===== src/rtl/mps_intl_manager.sv =====
// mps_intl_manager: parametrised interlock aggregator.
// Each raw source is synchronised, debounced on assertion only, masked and
// optionally latched. The block reports the OR of all channel states, the first
// channel to trip since the last clear, and a saturating count of flag rising edges.
module mps_intl_manager #(
   parameter int NUM_CH = 32,
   parameter int DB_W   = 8,
   parameter int TRIP_W = 16
) (
   input  logic                      i_clk,
   input  logic                      i_rst,
   input  logic [NUM_CH-1:0]         i_intl_raw,
   input  logic [NUM_CH-1:0]         i_mask,
   input  logic [NUM_CH-1:0]         i_latch_en,
   input  logic [DB_W-1:0]           i_db_len,
   input  logic                      i_clr,
   output logic [NUM_CH-1:0]         o_intl_state,
   output logic                      o_intl_flag,
   output logic [$clog2(NUM_CH)-1:0] o_first_ch,
   output logic                      o_first_vld,
   output logic [TRIP_W-1:0]         o_trip_cnt,
   output logic                      o_clr_done
);

   localparam int CH_W = $clog2(NUM_CH);

   // Lowest set bit of a channel vector; zero when the vector is empty.
   function automatic logic [CH_W-1:0] lowest_idx(input logic [NUM_CH-1:0] vec);
      logic [CH_W-1:0] idx;
      idx = {CH_W{1'b0}};
      for (int i = NUM_CH - 1; i >= 0; i--) begin
         if (vec[i]) begin
            idx = CH_W'(i);
         end
      end
      return idx;
   endfunction

   logic [NUM_CH-1:0] sync1_r;
   logic [NUM_CH-1:0] sync2_r;
   logic [DB_W-1:0]   cnt_r     [NUM_CH];
   logic [DB_W-1:0]   cnt_nxt_s [NUM_CH];
   logic [DB_W-1:0]   db_len_s;
   logic [NUM_CH-1:0] qual_s;
   logic [NUM_CH-1:0] next_state_s;
   logic [NUM_CH-1:0] new_s;
   logic [NUM_CH-1:0] state_r;
   logic [CH_W-1:0]   first_ch_r;
   logic [CH_W-1:0]   first_ch_nxt_s;
   logic              first_vld_r;
   logic              first_vld_nxt_s;
   logic              trip_inc_s;
   logic [TRIP_W-1:0] trip_cnt_r;
   logic              clr_done_r;

   // A debounce length of zero behaves like one so a channel can always qualify.
   always_comb begin
      if (i_db_len == {DB_W{1'b0}}) begin
         db_len_s = {{(DB_W-1){1'b0}}, 1'b1};
      end else begin
         db_len_s = i_db_len;
      end
   end

   // Debounce counters saturate at the length; the qualified level needs a full count.
   always_comb begin
      for (int i = 0; i < NUM_CH; i++) begin
         if (sync2_r[i]) begin
            if (cnt_r[i] >= db_len_s) begin
               cnt_nxt_s[i] = db_len_s;
            end else begin
               cnt_nxt_s[i] = cnt_r[i] + {{(DB_W-1){1'b0}}, 1'b1};
            end
         end else begin
            cnt_nxt_s[i] = {DB_W{1'b0}};
         end
         qual_s[i] = sync2_r[i] & (cnt_r[i] == db_len_s);
      end
   end

   // Per-channel next state: mask, then follow mode, then set-over-clear latching.
   always_comb begin
      next_state_s = {NUM_CH{1'b0}};
      for (int i = 0; i < NUM_CH; i++) begin
         if (i_mask[i]) begin
            next_state_s[i] = 1'b0;
         end else if (!i_latch_en[i]) begin
            next_state_s[i] = qual_s[i];
         end else if (qual_s[i]) begin
            next_state_s[i] = 1'b1;
         end else if (i_clr) begin
            next_state_s[i] = 1'b0;
         end else begin
            next_state_s[i] = state_r[i];
         end
      end
      new_s      = next_state_s & ~state_r;
      trip_inc_s = (state_r == {NUM_CH{1'b0}}) && (next_state_s != {NUM_CH{1'b0}});
   end

   // First-fault capture; channels that survive a clear are recaptured one edge later.
   always_comb begin
      first_ch_nxt_s  = first_ch_r;
      first_vld_nxt_s = first_vld_r;
      if ((new_s != {NUM_CH{1'b0}}) && (!first_vld_r || i_clr)) begin
         first_ch_nxt_s  = lowest_idx(new_s);
         first_vld_nxt_s = 1'b1;
      end else if (i_clr) begin
         first_vld_nxt_s = 1'b0;
      end else if (!first_vld_r && (next_state_s != {NUM_CH{1'b0}})) begin
         first_ch_nxt_s  = lowest_idx(next_state_s);
         first_vld_nxt_s = 1'b1;
      end else begin
         first_vld_nxt_s = first_vld_r;
      end
   end

   // Synchroniser and debounce counter registers.
   always_ff @(posedge i_clk) begin
      if (i_rst) begin
         sync1_r <= {NUM_CH{1'b0}};
         sync2_r <= {NUM_CH{1'b0}};
         for (int i = 0; i < NUM_CH; i++) begin
            cnt_r[i] <= {DB_W{1'b0}};
         end
      end else begin
         sync1_r <= i_intl_raw;
         sync2_r <= sync1_r;
         for (int i = 0; i < NUM_CH; i++) begin
            cnt_r[i] <= cnt_nxt_s[i];
         end
      end
   end

   // Interlock state, first-fault, trip counter and clear acknowledge registers.
   always_ff @(posedge i_clk) begin
      if (i_rst) begin
         state_r     <= {NUM_CH{1'b0}};
         first_ch_r  <= {CH_W{1'b0}};
         first_vld_r <= 1'b0;
         trip_cnt_r  <= {TRIP_W{1'b0}};
         clr_done_r  <= 1'b0;
      end else begin
         state_r     <= next_state_s;
         first_ch_r  <= first_ch_nxt_s;
         first_vld_r <= first_vld_nxt_s;
         clr_done_r  <= i_clr;
         if (trip_inc_s && (trip_cnt_r != {TRIP_W{1'b1}})) begin
            trip_cnt_r <= trip_cnt_r + {{(TRIP_W-1){1'b0}}, 1'b1};
         end else begin
            trip_cnt_r <= trip_cnt_r;
         end
      end
   end

   assign o_intl_state = state_r;
   assign o_intl_flag  = |state_r;
   assign o_first_ch   = first_ch_r;
   assign o_first_vld  = first_vld_r;
   assign o_trip_cnt   = trip_cnt_r;
   assign o_clr_done   = clr_done_r;

endmodule


===== config.mk =====
export PLATFORM = sky130hd
export DESIGN_NAME = mps_intl_manager
export DESIGN_NICKNAME = d
export VERILOG_FILES = /design/src/rtl/mps_intl_manager.sv
export SDC_FILE = /design/constraint.sdc
export NUM_CORES = 1
export LEC_CHECK = 0
export CAP_MARGIN = 10
export CORE_MARGIN = 4
export CORE_UTILIZATION = 40
export DETAILED_ROUTE_END_ITERATION = 10
export HOLD_SLACK_MARGIN = 0.15
export PLACE_DENSITY_LB_ADDON = 0.12
export SYNTH_ARGS = -nofsm -noshare
export SYNTH_HDL_FRONTEND = slang
export SYNTH_SLANG_ARGS = --single-unit

===== constraint.sdc =====
create_clock -name i_clk -period 5.2 [get_ports i_clk]
set_input_delay 0.52 -clock i_clk [delete_from_list [all_inputs] [get_ports i_clk]]
set_output_delay 0.52 -clock i_clk [all_outputs]
set_load 0.005 [all_outputs]

# Word-level counts from Yosys, hierarchy flattened
# Memory sizes are Yosys's and may differ from the RTL's.
# Index checks and enable logic that the tools add are counted.
# classes
n_mux	298
n_eq_ne	34
order_cmp	32
n_addsub	33
n_bitwise	66
n_reduce_logical	14
# ops
op	n
8-bit 2-to-1 mux	97
5-bit 2-to-1 mux	67
8-bit by 1-bit adder with 8-bit output (second input constant)	32
8-bit == test	32
8-bit greater-or-equal comparator	32
1-bit 2-to-1 mux	134
32-bit nonzero test	2
1-bit AND	32
32-bit AND	1
32-bit zero test	1
32-bit inverter	1
1-bit bitwise OR	32
32-bit OR reduction	1
16-bit by 1-bit adder with 16-bit output (second input constant)	1
16-bit != test (second input constant)	1
8-bit zero test	1
1-bit logical AND	4
3-bit nonzero test	1
2-bit by 1-bit != test with 1-bit output (second input constant)	1
2-bit AND reduction	1
2-bit nonzero test	1
1-bit zero test	1
1-bit logical OR	1
# word_totals
ram_bits	256
word_cells	485
register_bits	119
input_bits	107
memories	1
out_inout_bits	56
# mem_list
memory	words	width	rd	rd_clocked_by_memory_dff	write_ports	line	rtl
cnt_r	32	8	32	0	32	41	logic [DB_W-1:0] cnt_r [NUM_CH];

# Longest topological paths before layout
# logic_depth
ltp_word	42
ltp_mapped	14
ltp_nobuf	12

# Worst setup path after synthesis
# No wires, ideal clock.
# synth_path
path_kind	input-to-reg
startpoint	in i_db_len[5]
endpoint	reg first_ch_r[1] (netlist: o_first_ch[1])
path_slack_ns	1.031
path_stages	13
arrival_ns	4.078
path_buffers	3
required_time_ns	5.109
path_cell_list	clkbuf_1 inv_1 clkbuf_1 ha_1 and4_1 and4_1 a2111oi_0 nand4_1 o31a_1 buf_2 inv_1 nand4b_1 a311oi_1
# synth_between
elab_chain_cells	42
word_cells_on_any_way	237
# synth_rtl
item	line	rtl
from (decl)	15	input logic [DB_W-1:0] i_db_len,
8-bit zero test	58	if (i_db_len == {DB_W{1'b0}}) begin
8-bit 2-to-1 mux (*)	58	
8-bit == test	77	qual_s[i] = sync2_r[i] & (cnt_r[i] == db_len_s);
1-bit AND	77	
1-bit 2-to-1 mux	89	end else if (qual_s[i]) begin
1-bit 2-to-1 mux	87	end else if (!i_latch_en[i]) begin
1-bit 2-to-1 mux	85	if (i_mask[i]) begin
5-bit 2-to-1 mux (32 in series)	32	if (vec[i]) begin
5-bit 2-to-1 mux	110	end else if (!first_vld_r && (next_state_s != {NUM_CH{1'b0}})) begin
5-bit 2-to-1 mux	108	end else if (i_clr) begin
5-bit 2-to-1 mux	105	if ((new_s != {NUM_CH{1'b0}}) && (!first_vld_r || i_clr)) begin
to (signal assigned)	139	first_ch_r <= {CH_W{1'b0}};
to (signal assigned)	145	first_ch_r <= first_ch_nxt_s;
to (decl)	48	logic [CH_W-1:0] first_ch_r;
# Every way passes the cells marked *; elsewhere a longest branch is shown, timed or not. The select of a mux whose other input is x is not followed.
# A chain may end at the register's enable or synchronous reset.

# Worst setup path after layout
# layout_path
startpoint	in i_db_len[5]
endpoint	reg first_ch_r[0] (netlist: o_first_ch[0])
# Same word-level chain as after synthesis.

==> impl_metrics.json <==
{
  "maxCapViolations": 0,
  "grt_pass1_wl_um": 113500,
  "grt_pass1_vias": 19848,
  "critPathKind": "in2reg",
  "crit_path_end_kind": "flip-flop",
  "slew_violations": 0,
  "syn_area_um2": 23190,
  "relSlewSlack_pct": 25.25,
  "muxShareOfSynthArea_pct": 1.338,
  "rsz0062_at_grt": "false",
  "vdd_drop_max_uv": 200.9,
  "p_sw_mw": 1.624,
  "io_pins": 163,
  "switching_share_pct": 24.34,
  "power_density_nw_per_um2": 245.2,
  "worst-endpoint-arrival_ps": 4830,
  "hold_buffers": 0,
  "vias": 20010,
  "synthToLayoutAreaGrowth_pct": 17.31,
  "gp_routability_congestion": 0.8627,
  "tightestPinTransition_ps": 1114,
  "yosys.area.top_type": "dfxtp_1",
  "power_mw": 6.671,
  "clk_latency_ps": 580,
  "drive_gt1_share_pct": 5.741,
  "placed_cell_area_um2": 25740,
  "nets": 3154,
  "hpwl_um": 51700,
  "antenna_found_initial": 2,
  "finalInstanceArea_um2": 27200,
  "cts_tree": "built",
  "wl_um": 72770,
  "overflow": 0,
  "drtAntennaViolNets": 0,
  "coreArea_um2": 56930,
  "grt_max_degree": 98,
  "nFillCells": 5419,
  "first_pass_iters": 7,
  "cts.clk_slew.worst_paths_ps": 60,
  "syn_area_per_cell_um2": 8.867,
  "track_usage_pct": 22.81,
  "finalClockSkew_ps": 14.84,
  "critPathMaxFanout": 11,
  "synth_warnings": 0,
  "yosysUniqueCellTypes": 79,
  "io_buffers": 162,
  "yosysSeqAreaShare_pct": 32.37,
  "dieArea_um2": 61890,
  "min_period_over_period_pct": 84.32,
  "cp_slowest_cell": "a2111oi_0",
  "setup_viol": 0,
  "routedWlPerCell_um": 20.54,
  "fin_setup_tns_ps": 0,
  "diodes": 0,
  "synth_compound_area_share_pct": 17.75,
  "yosys-top-cells-area": "dfxtp_1 (32%), ha_1 (16%), a211oi_1 (7.5%)",
  "num_rows": 87,
  "cts_resized": 0,
  "cts_buffer_depth": 3,
  "synth_top_family_by_area": "simple AND/OR/NAND/NOR gates",
  "synth_xor_area_share_pct": 7.479,
  "viasPerCell": 5.648,
  "die_w_um": 248.8,
  "start_kind": "primary input",
  "numClockSinks": 375,
  "synth_nets": 3011,
  "synth_cells": 2615,
  "p_leak_nw": 11.52,
  "clockRootBuffer": "clkbuf_16",
  "yosys.area_share.adder_pct": 15.59,
  "hold_path_class": "reg2reg",
  "drc": 0,
  "async_reset_ff_share_pct": 0,
  "internal_power_mw": 5.047,
  "fmax_mhz": 228.1,
  "hold_violations": 0,
  "cts_buffers": 45,
  "ys_dominant_reg_cell": "dfxtp_1",
  "pwr-share-seq_pct": 43.9,
  "synth-seq-cells": 375,
  "drt_iter0_markers": 1186,
  "die_h_um": 248.8,
  "synth-simple-area-share_pct": 22.39,
  "yosysTopAreaCellShare_pct": 32.37,
  "htreeDepth": 2,
  "min_period_ps": 4384,
  "start_util_pct": 40.73,
  "status": "finished, final reports clean",
  "clkPwrFrac_pct": 47.8,
  "synth_edf_count": 0,
  "cp_data_required_time_ps": 5640,
  "cts_setup_buffers": 0,
  "placed_cells": 3467,
  "combPwrFrac_pct": 8.3,
  "worst_path_largest_cell_delay_ps": 970,
  "fin_cells": 3543,
  "path_cells": "clkdlybuf4s50_1 > nor4_1 > a21oi_4 > clkinv_1 > ha_1 > nand4_1 > or4_1 > a32oi_1 > o21ai_0 > a2111oi_0 > o41ai_1 > a21oi_1 > a211oi_1"
}
==> worst max-delay path: cells and delay by family <==
| kind | cells | cell delay, ps |
|---|---|---|
| fa+ha+maj | 1 | 550 |
| buf+inv | 2 | 1040 |
| compound gates | 7 | 1970 |
| simple gates | 3 | 740 |
==> through the flow <==
stage / worst slack, ps / util (%) / hold slack [ps]
CTS: 912.4 / 47.78 / 435.8
finish: 815.6 / 47.78 / 434.9
global route: 772.9 / 47.78 / 446.8
global placement: 351.8 / 45.22 / 417.4
detailed placement: 290.0 / 45.22 / 422.7
floorplan: 1031 / - / 413.8
==> power groups by stage <==
stage	logic, mW	registers (mW)	clock network (mW)
after floorplan	0.298	2.98	0
after global placement	0.543	2.99	0
after detailed placement	0.556	2.99	0
after CTS	0.558	2.93	3.27
after global routing	0.611	2.93	3.36
final	0.556	2.93	3.19
==> per-layer routing <==
metal / track usage [%] / wire, um / share of wire [%]
met2: 36.69 / 32280 / 44
met4: 8.575 / 2714 / 3.7
met3: 4.145 / 4064 / 5.6
met1: 30.62 / 33690 / 46
met5: 0 / 20 / 0.027
==> layout make-up <==
class | instances | area (um^2) | area share (%)
tap | 756 | 945.9 | 3.477
inverter | 69 | 259.0 | 0.9521
sequential | 375 | 7507 | 27.60
clock inverter | 9 | 120.1 | 0.4416
multi-input combinational | 2060 | 14980 | 55.07
timing repair buffer | 207 | 2051 | 7.539
clock buffer | 67 | 1339 | 4.922
==> final timing paths <==
path                                          startpoint                    endpoint  slack [ps]  cells past startpoint
worst min register to register    sync1_r[20]$_SDFF_PP0_      sync2_r[20]$_SDFF_PP0_         430                      1
worst min-delay path              sync1_r[20]$_SDFF_PP0_      sync2_r[20]$_SDFF_PP0_         430                      1
worst max register to register  cnt_r[1][116]$_SDFF_PP0_  o_first_ch[0]$_SDFFE_PP0P_        1870                      9
worst max-delay path                         i_db_len[5]  o_first_ch[0]$_SDFFE_PP0P_         820                     13
==> flip-flops by register name, summed over array words and instances, names as in the netlist <==
signal        flops
o_intl_state     32
o_first_vld       1
o_clr_done        1
o_first_ch        5
o_trip_cnt       16
sync1_r          32
sync2_r          32
cnt_r           256
==> cells in the final DEF (no fill, tap or decap), types with 13 or more instances in the layout <==
cell,count
nor4_1,38
a211oi_1,232
o31a_1,18
dfxtp_1,375
nand2b_1,66
nand3_1,129
o21ai_1,25
nor2_1,326
nand4b_1,17
xnor2_1,120
a21o_1,118
nand4_1,43
inv_1,62
mux2i_1,31
nand4bb_1,21
buf_4,37
clkbuf_16,45
a21oi_1,94
nor2b_1,94
clkdlybuf4s50_1,159
nor3_1,23
clkbuf_8,13
ha_1,289
o21ai_0,19
and3_1,40
nand2_1,86
and4_1,14
xor2_1,78
==> cell families after synthesis <==
group,Yosys count
buf+inv,180
compound gates,575
mux,31
fa+ha+maj,289
flops,375
simple gates,967
xor+xnor,198
==> Yosys cell counts (all sizes together), types with 9 or more instances <==
| library cell | n |
|---|---|
| buf | 36 |
| and4 | 14 |
| a21oi | 97 |
| nand2b | 66 |
| and3 | 40 |
| nand2 | 87 |
| xor2 | 78 |
| or4 | 12 |
| clkbuf | 75 |
| o21ai | 44 |
| nand4b | 18 |
| a21o | 118 |
| a211oi | 232 |
| nand4 | 48 |
| nor3 | 26 |
| nor4 | 38 |
| nor2b | 94 |
| nand4bb | 21 |
| mux2i | 31 |
| o31a | 18 |
| nand3 | 129 |
| or2 | 9 |
| dfxtp | 375 |
| inv | 69 |
| a311oi | 10 |
| xnor2 | 120 |
| nor2 | 327 |
| ha | 289 |
Note: power is estimated with default switching activity, not from simulation.
